File: src/rtl/m_popcount_stream_pkg.sv
// Shared widths and helpers for the streaming population counter.
package pkg_popcount;

  localparam int unsigned SAT_W = 63;

  typedef struct packed {
    logic             ovf;
    logic [SAT_W:0]   val;
  } sat_res_t;

  function automatic int unsigned f_cnt_w(input int unsigned width);
    return $clog2(width + 1);
  endfunction

  function automatic int unsigned f_num_chunks(input int unsigned dw, input int unsigned cw);
    return (dw + cw - 1) / cw;
  endfunction

  // Adds two values and clamps the result to 2**width-1.
  function automatic sat_res_t f_sat_add(input logic [SAT_W-1:0] a,
                                         input logic [SAT_W-1:0] b,
                                         input int unsigned      width);
    logic [SAT_W:0] raw;
    logic [SAT_W:0] lim;
    sat_res_t       r;
    raw = {1'b0, a} + {1'b0, b};
    lim = ((SAT_W + 1)'(1) << width) - (SAT_W + 1)'(1);
    r.ovf = (raw > lim);
    r.val = r.ovf ? lim : raw;
    return r;
  endfunction

endpackage

File: src/rtl/m_popcount_stream_chunk.sv
// Combinational ones/zeros counter for one chunk of a beat.
module m_popcount_chunk
  import pkg_popcount::*;
#(
  parameter int unsigned WIDTH = 8,
  parameter int unsigned OUT_W = f_cnt_w(WIDTH)
) (
  input  logic [WIDTH-1:0] i_bits,
  input  logic             i_mode,
  output logic [OUT_W-1:0] o_count
);

  logic [WIDTH-1:0] sel;

  always_comb begin
    sel     = i_mode ? ~i_bits : i_bits;
    o_count = '0;
    for (int unsigned i = 0; i < WIDTH; i++) begin
      o_count = o_count + OUT_W'(sel[i]);
    end
  end

endmodule

File: src/rtl/m_popcount_stream.sv
// Two-stage streaming popcount with valid/ready and a saturating per-burst total.
module m_popcount_stream
  import pkg_popcount::*;
#(
  parameter  int unsigned DATA_WIDTH  = 42,
  parameter  int unsigned CHUNK_WIDTH = 8,
  parameter  int unsigned ACC_WIDTH   = 16,
  localparam int unsigned CNT_W       = f_cnt_w(DATA_WIDTH)
) (
  input  logic                  i_clk,
  input  logic                  i_rst,
  input  logic                  i_valid,
  output logic                  o_ready,
  input  logic [DATA_WIDTH-1:0] i_data,
  input  logic                  i_mode,
  input  logic                  i_last,
  output logic                  o_valid,
  input  logic                  i_ready,
  output logic [CNT_W-1:0]      o_count,
  output logic [ACC_WIDTH-1:0]  o_acc,
  output logic                  o_acc_sat,
  output logic                  o_last
);

  localparam int unsigned CHUNK_CNT_W = f_cnt_w(CHUNK_WIDTH);
  localparam int unsigned NUM_CHUNKS  = f_num_chunks(DATA_WIDTH, CHUNK_WIDTH);

  logic [CHUNK_CNT_W-1:0] chunk_cnt_d [NUM_CHUNKS];
  logic [CHUNK_CNT_W-1:0] chunk_cnt_q [NUM_CHUNKS];
  logic                   valid_s1_q, last_s1_q;
  logic                   valid_s2_q, last_s2_q;
  logic [CNT_W-1:0]       count_q, count_d;
  logic [ACC_WIDTH-1:0]   acc_q, acc_d, acc_base;
  logic                   sat_q, sat_d, ovf;
  logic                   burst_start_q;
  logic                   en;
  sat_res_t               acc_res;

  // The top chunk is narrowed so padding bits never exist to be inverted or counted.
  for (genvar g = 0; g < NUM_CHUNKS; g++) begin : g_chunk
    localparam int unsigned LO = g * CHUNK_WIDTH;
    localparam int unsigned W  = (DATA_WIDTH - LO < CHUNK_WIDTH) ? DATA_WIDTH - LO : CHUNK_WIDTH;
    m_popcount_chunk #(
      .WIDTH (W),
      .OUT_W (CHUNK_CNT_W)
    ) u_chunk (
      .i_bits  (i_data[LO +: W]),
      .i_mode  (i_mode),
      .o_count (chunk_cnt_d[g])
    );
  end

  assign en = !valid_s2_q || i_ready;

  always_comb begin
    count_d = '0;
    for (int unsigned i = 0; i < NUM_CHUNKS; i++) begin
      count_d = count_d + CNT_W'(chunk_cnt_q[i]);
    end
    acc_base = burst_start_q ? '0 : acc_q;
    acc_res  = f_sat_add(SAT_W'(acc_base), SAT_W'(count_d), ACC_WIDTH);
    acc_d    = acc_res.val[ACC_WIDTH-1:0];
    ovf      = acc_res.ovf | (|acc_res.val[SAT_W:ACC_WIDTH]);
    sat_d    = (burst_start_q ? 1'b0 : sat_q) | ovf;
  end

  always_ff @(posedge i_clk) begin
    if (i_rst) begin
      chunk_cnt_q   <= '{default: '0};
      valid_s1_q    <= 1'b0;
      last_s1_q     <= 1'b0;
      valid_s2_q    <= 1'b0;
      last_s2_q     <= 1'b0;
      count_q       <= '0;
      acc_q         <= '0;
      sat_q         <= 1'b0;
      burst_start_q <= 1'b1;
    end else if (en) begin
      chunk_cnt_q <= chunk_cnt_d;
      valid_s1_q  <= i_valid;
      last_s1_q   <= i_valid && i_last;
      valid_s2_q  <= valid_s1_q;
      last_s2_q   <= last_s1_q;
      count_q     <= count_d;
      // Burst state only moves on real beats so bubbles never split a burst.
      if (valid_s1_q) begin
        acc_q         <= acc_d;
        sat_q         <= sat_d;
        burst_start_q <= last_s1_q;
      end
    end
  end

  assign o_ready   = en;
  assign o_valid   = valid_s2_q;
  assign o_count   = count_q;
  assign o_acc     = acc_q;
  assign o_acc_sat = sat_q;
  assign o_last    = last_s2_q;

endmodule
File: config.mk
export PLATFORM = sky130hd
export DESIGN_NAME = m_popcount_stream
export DESIGN_NICKNAME = d
export VERILOG_FILES = /design/src/rtl/m_popcount_stream_pkg.sv /design/src/rtl/m_popcount_stream_chunk.sv /design/src/rtl/m_popcount_stream.sv
export SDC_FILE = /design/constraint.sdc
export NUM_CORES = 1
export LEC_CHECK = 0
export CAP_MARGIN = 20
export CORE_MARGIN = 1.5
export CORE_UTILIZATION = 40
export CTS_CLUSTER_DIAMETER = 50
export DETAILED_ROUTE_END_ITERATION = 16
export PLACE_DENSITY = 0.75
export SETUP_SLACK_MARGIN = 0.2
export SKIP_CTS_REPAIR_TIMING = 1
export SYNTH_ARGS = -nofsm -noshare
export SYNTH_HDL_FRONTEND = slang
export SYNTH_HIERARCHICAL = 1
export SYNTH_SLANG_ARGS = --single-unit
File: constraint.sdc
create_clock -name i_clk -period 5.9 [get_ports i_clk]
set_input_delay 0.59 -clock i_clk [delete_from_list [all_inputs] [get_ports i_clk]]
set_output_delay 0.59 -clock i_clk [all_outputs]
set_load 0.01 [all_outputs]
=== Yosys cells after proc, flatten, opt, wreduce, memory -nomap -nowiden ===
Index checks and enable logic that the tools add are counted.

* Flip-flop bits (word level): 52
* Output and inout port bits: 26
* Logic and storage cells: 79

* Add/subtract/negate cells: 42
* $lt $le $gt $ge: 1
* Mux-type cells: 9
* Bitwise logic cells: 8
* Reduce and logical (&&, ||, !) cells: 5

{| class="wikitable"
|+ Operator list
! kind !! count
|-
| 4-bit by 1-bit adder with 4-bit output || 30
|-
| 48-bit OR reduction || 1
|-
| 8-bit 2-to-1 mux || 5
|-
| 8-bit NOT || 5
|-
| 6-bit by 4-bit adder with 6-bit output || 3
|-
| 16-bit by 6-bit adder with 17-bit output || 1
|-
| 17-bit by 16-bit greater-than comparator with 1-bit output, second input constant || 1
|-
| 17-bit 2-to-1 mux || 1
|-
| 16-bit 2-to-1 mux || 1
|-
| 1-bit by 1-bit adder with 2-bit output || 6
|-
| 5-bit by 4-bit adder with 6-bit output || 1
|-
| 4-bit by 4-bit adder with 5-bit output || 1
|-
| 2-bit 2-to-1 mux || 1
|-
| 2-bit NOT || 1
|-
| 1-bit bitwise OR || 2
|-
| 2-bit AND reduction || 1
|-
| 1-bit logical AND || 1
|-
| 1-bit zero test || 1
|-
| 1-bit logical OR || 1
|-
| 1-bit 2-to-1 mux || 1
|}

=== Longest topological paths before layout ===
* Word-level depth: 11
* Mapped depth: 17

=== Cells and area by module ===
Netlist, hierarchy kept.

{| class="wikitable"
|+ By module, submodules not included
! module !! times used !! cells an instance !! area an instance (um^2)
|-
| m_popcount_stream || 1 || 340 || 2957.8
|-
| m_popcount_chunk (g_chunk[0].u_chunk ...) || 5 || 27 || 249.0
|-
| m_popcount_chunk (g_chunk[5].u_chunk) || 1 || 6 || 48.8
|}

=== Worst setup path after synthesis ===
OpenSTA, ideal clock, no wires.

* Path type: reg-to-reg
* Start point: reg chunk_cnt_q[2] (netlist bit)
* End point: reg acc_q[6], in the netlist o_acc[6]
* Arrival time: 4168 ps
* Required time: 5821 ps
* Setup slack: 1653 ps
* Cell stages (with the launch flop): 15
* Buffers on the path: 0
* Clock period less this slack: 4247 ps
* Cell sequence: dfxtp_1 fa_1 inv_1 fa_1 inv_1 fa_1 ha_1 inv_1 fa_1 xnor2_1 ha_1 a211oi_4 a21oi_1 mux2_1 a211oi_2

* Cells in the longest elaborated chain, start to end: 4

{| class="wikitable"
|+ Ends and longest elaborated chain
! element !! RTL line !! text
|-
| from (decl) || m_popcount_stream.sv:29 || <nowiki>logic [CHUNK_CNT_W-1:0] chunk_cnt_q [NUM_CHUNKS];</nowiki>
|-
| from (signal assigned) || m_popcount_stream.sv:79 || <nowiki>chunk_cnt_q <= chunk_cnt_d;</nowiki>
|-
| 6-bit by 4-bit adder with 6-bit output * || m_popcount_stream.sv:58 || <nowiki>count_d = count_d + CNT_W'(chunk_cnt_q[i]);</nowiki>
|-
| via count_d[4] || m_popcount_stream.sv:32 || <nowiki>logic [CNT_W-1:0] count_q, count_d;</nowiki>
|-
| 16-bit by 6-bit adder with 17-bit output * || m_popcount_stream_pkg.sv:26 || <nowiki>raw = {1'b0, a} + {1'b0, b};</nowiki>
|-
| 17-bit by 16-bit greater-than comparator with 1-bit output || m_popcount_stream_pkg.sv:28 || <nowiki>r.ovf = (raw > lim);</nowiki>
|-
| 17-bit 2-to-1 mux * || m_popcount_stream_pkg.sv:29 || <nowiki>r.val = r.ovf ? lim : raw;</nowiki>
|-
| to (signal assigned) || m_popcount_stream.sv:75 || <nowiki>acc_q <= '0;</nowiki>
|-
| to (signal assigned) || m_popcount_stream.sv:87 || <nowiki>acc_q <= acc_d;</nowiki>
|-
| to (decl) || m_popcount_stream.sv:33 || <nowiki>logic [ACC_WIDTH-1:0] acc_q, acc_d, acc_base;</nowiki>
|}

Mark *: on every way through the listed nets, which the timed path passes. The rest lies on a longest branch.
A chain may end at the register's enable or synchronous reset.

=== Final worst setup path ===
* Start point: reg chunk_cnt_q[3] (netlist bit)
* End point: reg acc_q[9], in the netlist o_acc[9]

The elaborated chain is that of the path after synthesis.

==> impl_metrics.xml <==
<?xml version="1.0" encoding="UTF-8"?>
<metrics>
  <group name="floorplanning">
    <metric name="die_height" unit="um">106</metric>
    <metric name="design.die.area" unit="mm2">0.0113</metric>
    <metric name="row_count" unit="">37</metric>
    <metric name="floorplan.core_area" unit="mm2">0.0103</metric>
    <metric name="top_level_ports" unit="">74</metric>
    <metric name="start_util" unit="%">41.2</metric>
    <metric name="die_width" unit="um">106</metric>
  </group>
  <group name="worst_setup_path">
    <metric name="critPathLaunchType" unit="">flip-flop</metric>
    <metric name="timing.critical_path.fanout_max" unit="">4</metric>
    <metric name="cp_top_family" unit="">adder cells</metric>
    <metric name="crit_path_cell_trace" unit="">inv_1 -&gt; fa_1 -&gt; inv_1 -&gt; fa_1 -&gt; inv_1 -&gt; fa_1 -&gt; inv_1 -&gt; ha_1 -&gt; a21o_1 -&gt; a21oi_1 -&gt; xnor2_1 -&gt; ha_1 -&gt; nor2_1 -&gt; nand4b_2 -&gt; nand2b_2 -&gt; or3_1 -&gt; a41oi_2</metric>
    <metric name="cell_at_the_slowest_stage_of_the_critical_path" unit="">fa_1</metric>
    <metric name="path_class" unit="">reg2reg</metric>
    <metric name="reg2reg_slack" unit="ns">1.41</metric>
    <metric name="worst-endpoint-arrival" unit="ns">4.72</metric>
    <metric name="timing.critical_path.required" unit="ns">6.13</metric>
    <metric name="critPathMaxStageDelay" unit="ns">0.59</metric>
    <metric name="end_kind" unit="">flip-flop</metric>
    <metric name="critical_path_most_common_cell" unit="">inv_1</metric>
    <metric name="worstPathBufferInverterCount" unit="">4</metric>
  </group>
  <group name="routing">
    <metric name="routed-via-count" unit="">3307</metric>
    <metric name="drt_drc_violations_left" unit="">0</metric>
    <metric name="route.detailed.wl_per_inst" unit="um">12.4</metric>
    <metric name="drtPass1Iterations" unit="">4</metric>
    <metric name="drt_first_iter_violations" unit="">108</metric>
    <metric name="route.detailed.vias_per_inst" unit="">4.88</metric>
    <metric name="drt_wl_total" unit="mm">8.40</metric>
    <metric name="detail-route-antenna-nets" unit="">0</metric>
  </group>
  <group name="sta">
    <metric name="rsz0062_at_grt" unit="">false</metric>
    <metric name="setup_violations" unit="">0</metric>
    <metric name="final.min_clock_period" unit="ns">4.49</metric>
    <metric name="worst_slew_pin_slew" unit="ns">0.930</metric>
    <metric name="hold_viol" unit="">0</metric>
    <metric name="slew_viol_final" unit="">0</metric>
    <metric name="part_of_the_cycle_the_worst_path_needs" unit="%">76.1</metric>
    <metric name="finalSetupTns" unit="ns">0</metric>
    <metric name="hold_ws" unit="ns">0.457</metric>
    <metric name="post-route-worst-setup-slack" unit="ns">1.41</metric>
    <metric name="clock_skew" unit="ns">0.00787</metric>
    <metric name="slew_hr" unit="%">38.0</metric>
    <metric name="timing.fmax" unit="MHz">223</metric>
  </group>
  <group name="cells_and_area">
    <metric name="insertedDiodeCount" unit="">0</metric>
    <metric name="layout-drive-gt1-share" unit="%">6.47</metric>
    <metric name="area.growth.synth_to_final" unit="%">20.6</metric>
    <metric name="finalNetCount" unit="">651</metric>
    <metric name="register_area" unit="mm2">0.00104</metric>
    <metric name="multi_input_area" unit="mm2">0.00279</metric>
    <metric name="finalNonFillerCells" unit="">677</metric>
    <metric name="layout.filler_cells" unit="">988</metric>
  </group>
  <group name="logic_synthesis">
    <metric name="synthArstFlopShare" unit="%">0</metric>
    <metric name="count_leader_synth" unit="">inv_1</metric>
    <metric name="yosysWarningCount" unit="">6</metric>
    <metric name="synthDominantAreaCellType" unit="">dfxtp_1</metric>
    <metric name="synth_top_flop_cell" unit="">dfxtp_1</metric>
    <metric name="netlist.area_leader.share" unit="%">24.5</metric>
    <metric name="ys_ff_latch" unit="">52</metric>
    <metric name="synth.avg_cell_area" unit="um2">8.84</metric>
    <metric name="synth.cells.most_frequent" unit="">73 x inv_1, 71 x nand2_1, 52 x dfxtp_1</metric>
    <metric name="synth_top_cells_by_area" unit="">dfxtp_1 24%, fa_1 17%, ha_1 7.7%</metric>
    <metric name="synth.yosys.seq_area_share" unit="%">24.5</metric>
    <metric name="synth_edf_count" unit="">0</metric>
    <metric name="post_synth_inst_count" unit="">481</metric>
    <metric name="synth_area" unit="mm2">0.00425</metric>
    <metric name="synthDistinctLibCells" unit="">54</metric>
  </group>
  <group name="clock_tree">
    <metric name="number_of_buffers_on_the_longest_clock_path" unit="">2</metric>
    <metric name="htreeDepth" unit="">2</metric>
    <metric name="cts_made_buffers" unit="">5</metric>
    <metric name="insertion_delay" unit="ns">0.31</metric>
    <metric name="tritoncts_num_sinks" unit="">52</metric>
    <metric name="cts_tree" unit="">built</metric>
    <metric name="root_buffer" unit="">clkbuf_8</metric>
    <metric name="clk_pin_slew" unit="ns">0.10</metric>
  </group>
  <group name="min_path">
    <metric name="holdCritPathClass" unit="">reg2reg</metric>
  </group>
  <group name="power">
    <metric name="share_comb_of_total_power" unit="%">68.4</metric>
    <metric name="power.share.switching" unit="%">45.8</metric>
    <metric name="power_density_relative_to_cell_area" unit="mW/mm2">456</metric>
    <metric name="power.clock.fraction" unit="%">10.5</metric>
    <metric name="reported_net_switching_power" unit="mW">1.07</metric>
    <metric name="sequentialPowerShare" unit="%">21.1</metric>
    <metric name="power_leakage" unit="nW">2.10</metric>
    <metric name="vdd_drop_max" unit="V">0.000358</metric>
    <metric name="power_report.internal_total" unit="mW">1.27</metric>
    <metric name="p_total" unit="mW">2.34</metric>
  </group>
  <group name="global_route">
    <metric name="grt_util_met2" unit="%">29.4</metric>
    <metric name="first_global_vias" unit="">3303</metric>
    <metric name="grt_most_used_layer" unit="">met2</metric>
    <metric name="overflow" unit="">0</metric>
    <metric name="grt_max_degree" unit="">51</metric>
    <metric name="grt_antenna_before_repair" unit="">0</metric>
    <metric name="gr-usage-met1" unit="%">18.9</metric>
    <metric name="grt_usage" unit="%">15.8</metric>
    <metric name="gr-usage-met3" unit="%">2.39</metric>
    <metric name="grt_first_pass_wirelength" unit="mm">14.6</metric>
  </group>
  <group name="outcome">
    <metric name="outcome" unit="">finished clean</metric>
  </group>
  <group name="place">
    <metric name="hpwl" unit="mm">6.71</metric>
    <metric name="place_ws" unit="ns">1.42</metric>
    <metric name="portBuffers" unit="">73</metric>
    <metric name="placed_cells_incl_taps" unit="">669</metric>
    <metric name="finalWeightedCongestion" unit="">0.868</metric>
  </group>
  <group name="run">
    <metric name="drv.max_cap_violation_count" unit="">0</metric>
  </group>
</metrics>
[power groups by stage]
stage,Sequential [mW],Clock (mW),Combinational (mW)
after floorplan,0.497,0,1.18
after global placement,0.498,0,1.53
after detailed placement,0.501,0,1.60
after CTS,0.493,0.248,1.62
after global routing,0.504,0.264,1.83
final,0.493,0.244,1.60
[metal layers]
layer	wire length (um)	part of all wire, %
met1	3730	44
met2	4240	50
met3	320	3.8
met4	109	1.3
met5	0	0
[placed cells by master, fill, tap and decap left out, drive strengths merged, types with 3 or more instances in the layout]
cell	instances
inv	74
nand2	72
clkdlybuf4s50	71
dfxtp	52
a21oi	43
fa	37
xnor2	34
ha	26
xor2	19
nor2b	15
nor2	13
a211oi	10
nor3	7
nand3	7
clkbuf	6
a31oi	5
a311oi	5
buf	5
a21o	4
nand2b	4
o21ai	4
a41oi	4
or3	3
[kinds of logic (layout without fill, tap and decap cells)]
| group | after synthesis | in the layout | synth area share (%) |
|---|---|---|---|
| buf+inv | 99 | 158 | 10.1 |
| other cells | 1 | 2 | 0.0882 |
| mux | 2 | 2 | 0.500 |
| simple gates | 132 | 132 | 15.2 |
| fa+ha+maj | 63 | 63 | 25.1 |
| xor+xnor | 53 | 53 | 10.9 |
| flops | 52 | 52 | 24.5 |
| compound gates | 79 | 79 | 13.6 |
[flip-flops by register name (all words and copies together), names as in the netlist]
signal / cells
o_valid: 1
o_acc_sat: 1
o_acc: 16
o_count: 6
valid_s1_q: 1
last_s1_q: 1
chunk_cnt_q: 24
burst_start_q: 1
o_last: 1
[cell type report]
type	instances	area share, %
Multi-Input combinational cell	331	54.4
Sequential cell	52	20.3
Timing Repair Buffer	76	14.5
Inverter	74	5.42
Tap cell	136	3.32
Clock buffer	6	1.42
Clock inverter	2	0.683
[through the flow]
stage / utilization [%] / cell area, um2
CTS: 49.7 / 5130
finish: 49.7 / 5130
global route: 49.7 / 5130
floorplan: - / 4260
global placement: 48.6 / 5020
detailed placement: 48.6 / 5020
[worst register-to-register path, delay by kind of cell (launching register included)]
family	cells	cell delay (ns)
DFF	1	0.34
adders and majority gates	5	2.26
buffers and inverters	4	0.23
and+or+nand+nor	4	0.99
xor gates and xnor gates	1	0.10
AOI/OAI and AO/OA	3	0.52
[final timing paths]
check	start	end	cells past startpoint
max reg2reg	chunk_cnt_q[3]$_SDFFE_PP0N_	o_acc[9]$_SDFFE_PP0P_	17
max	chunk_cnt_q[3]$_SDFFE_PP0N_	o_acc[9]$_SDFFE_PP0P_	17
min reg2reg	chunk_cnt_q[3]$_SDFFE_PP0N_	chunk_cnt_q[3]$_SDFFE_PP0N_	2
min	chunk_cnt_q[3]$_SDFFE_PP0N_	chunk_cnt_q[3]$_SDFFE_PP0N_	2
Power figures use the tool's default switching activity.
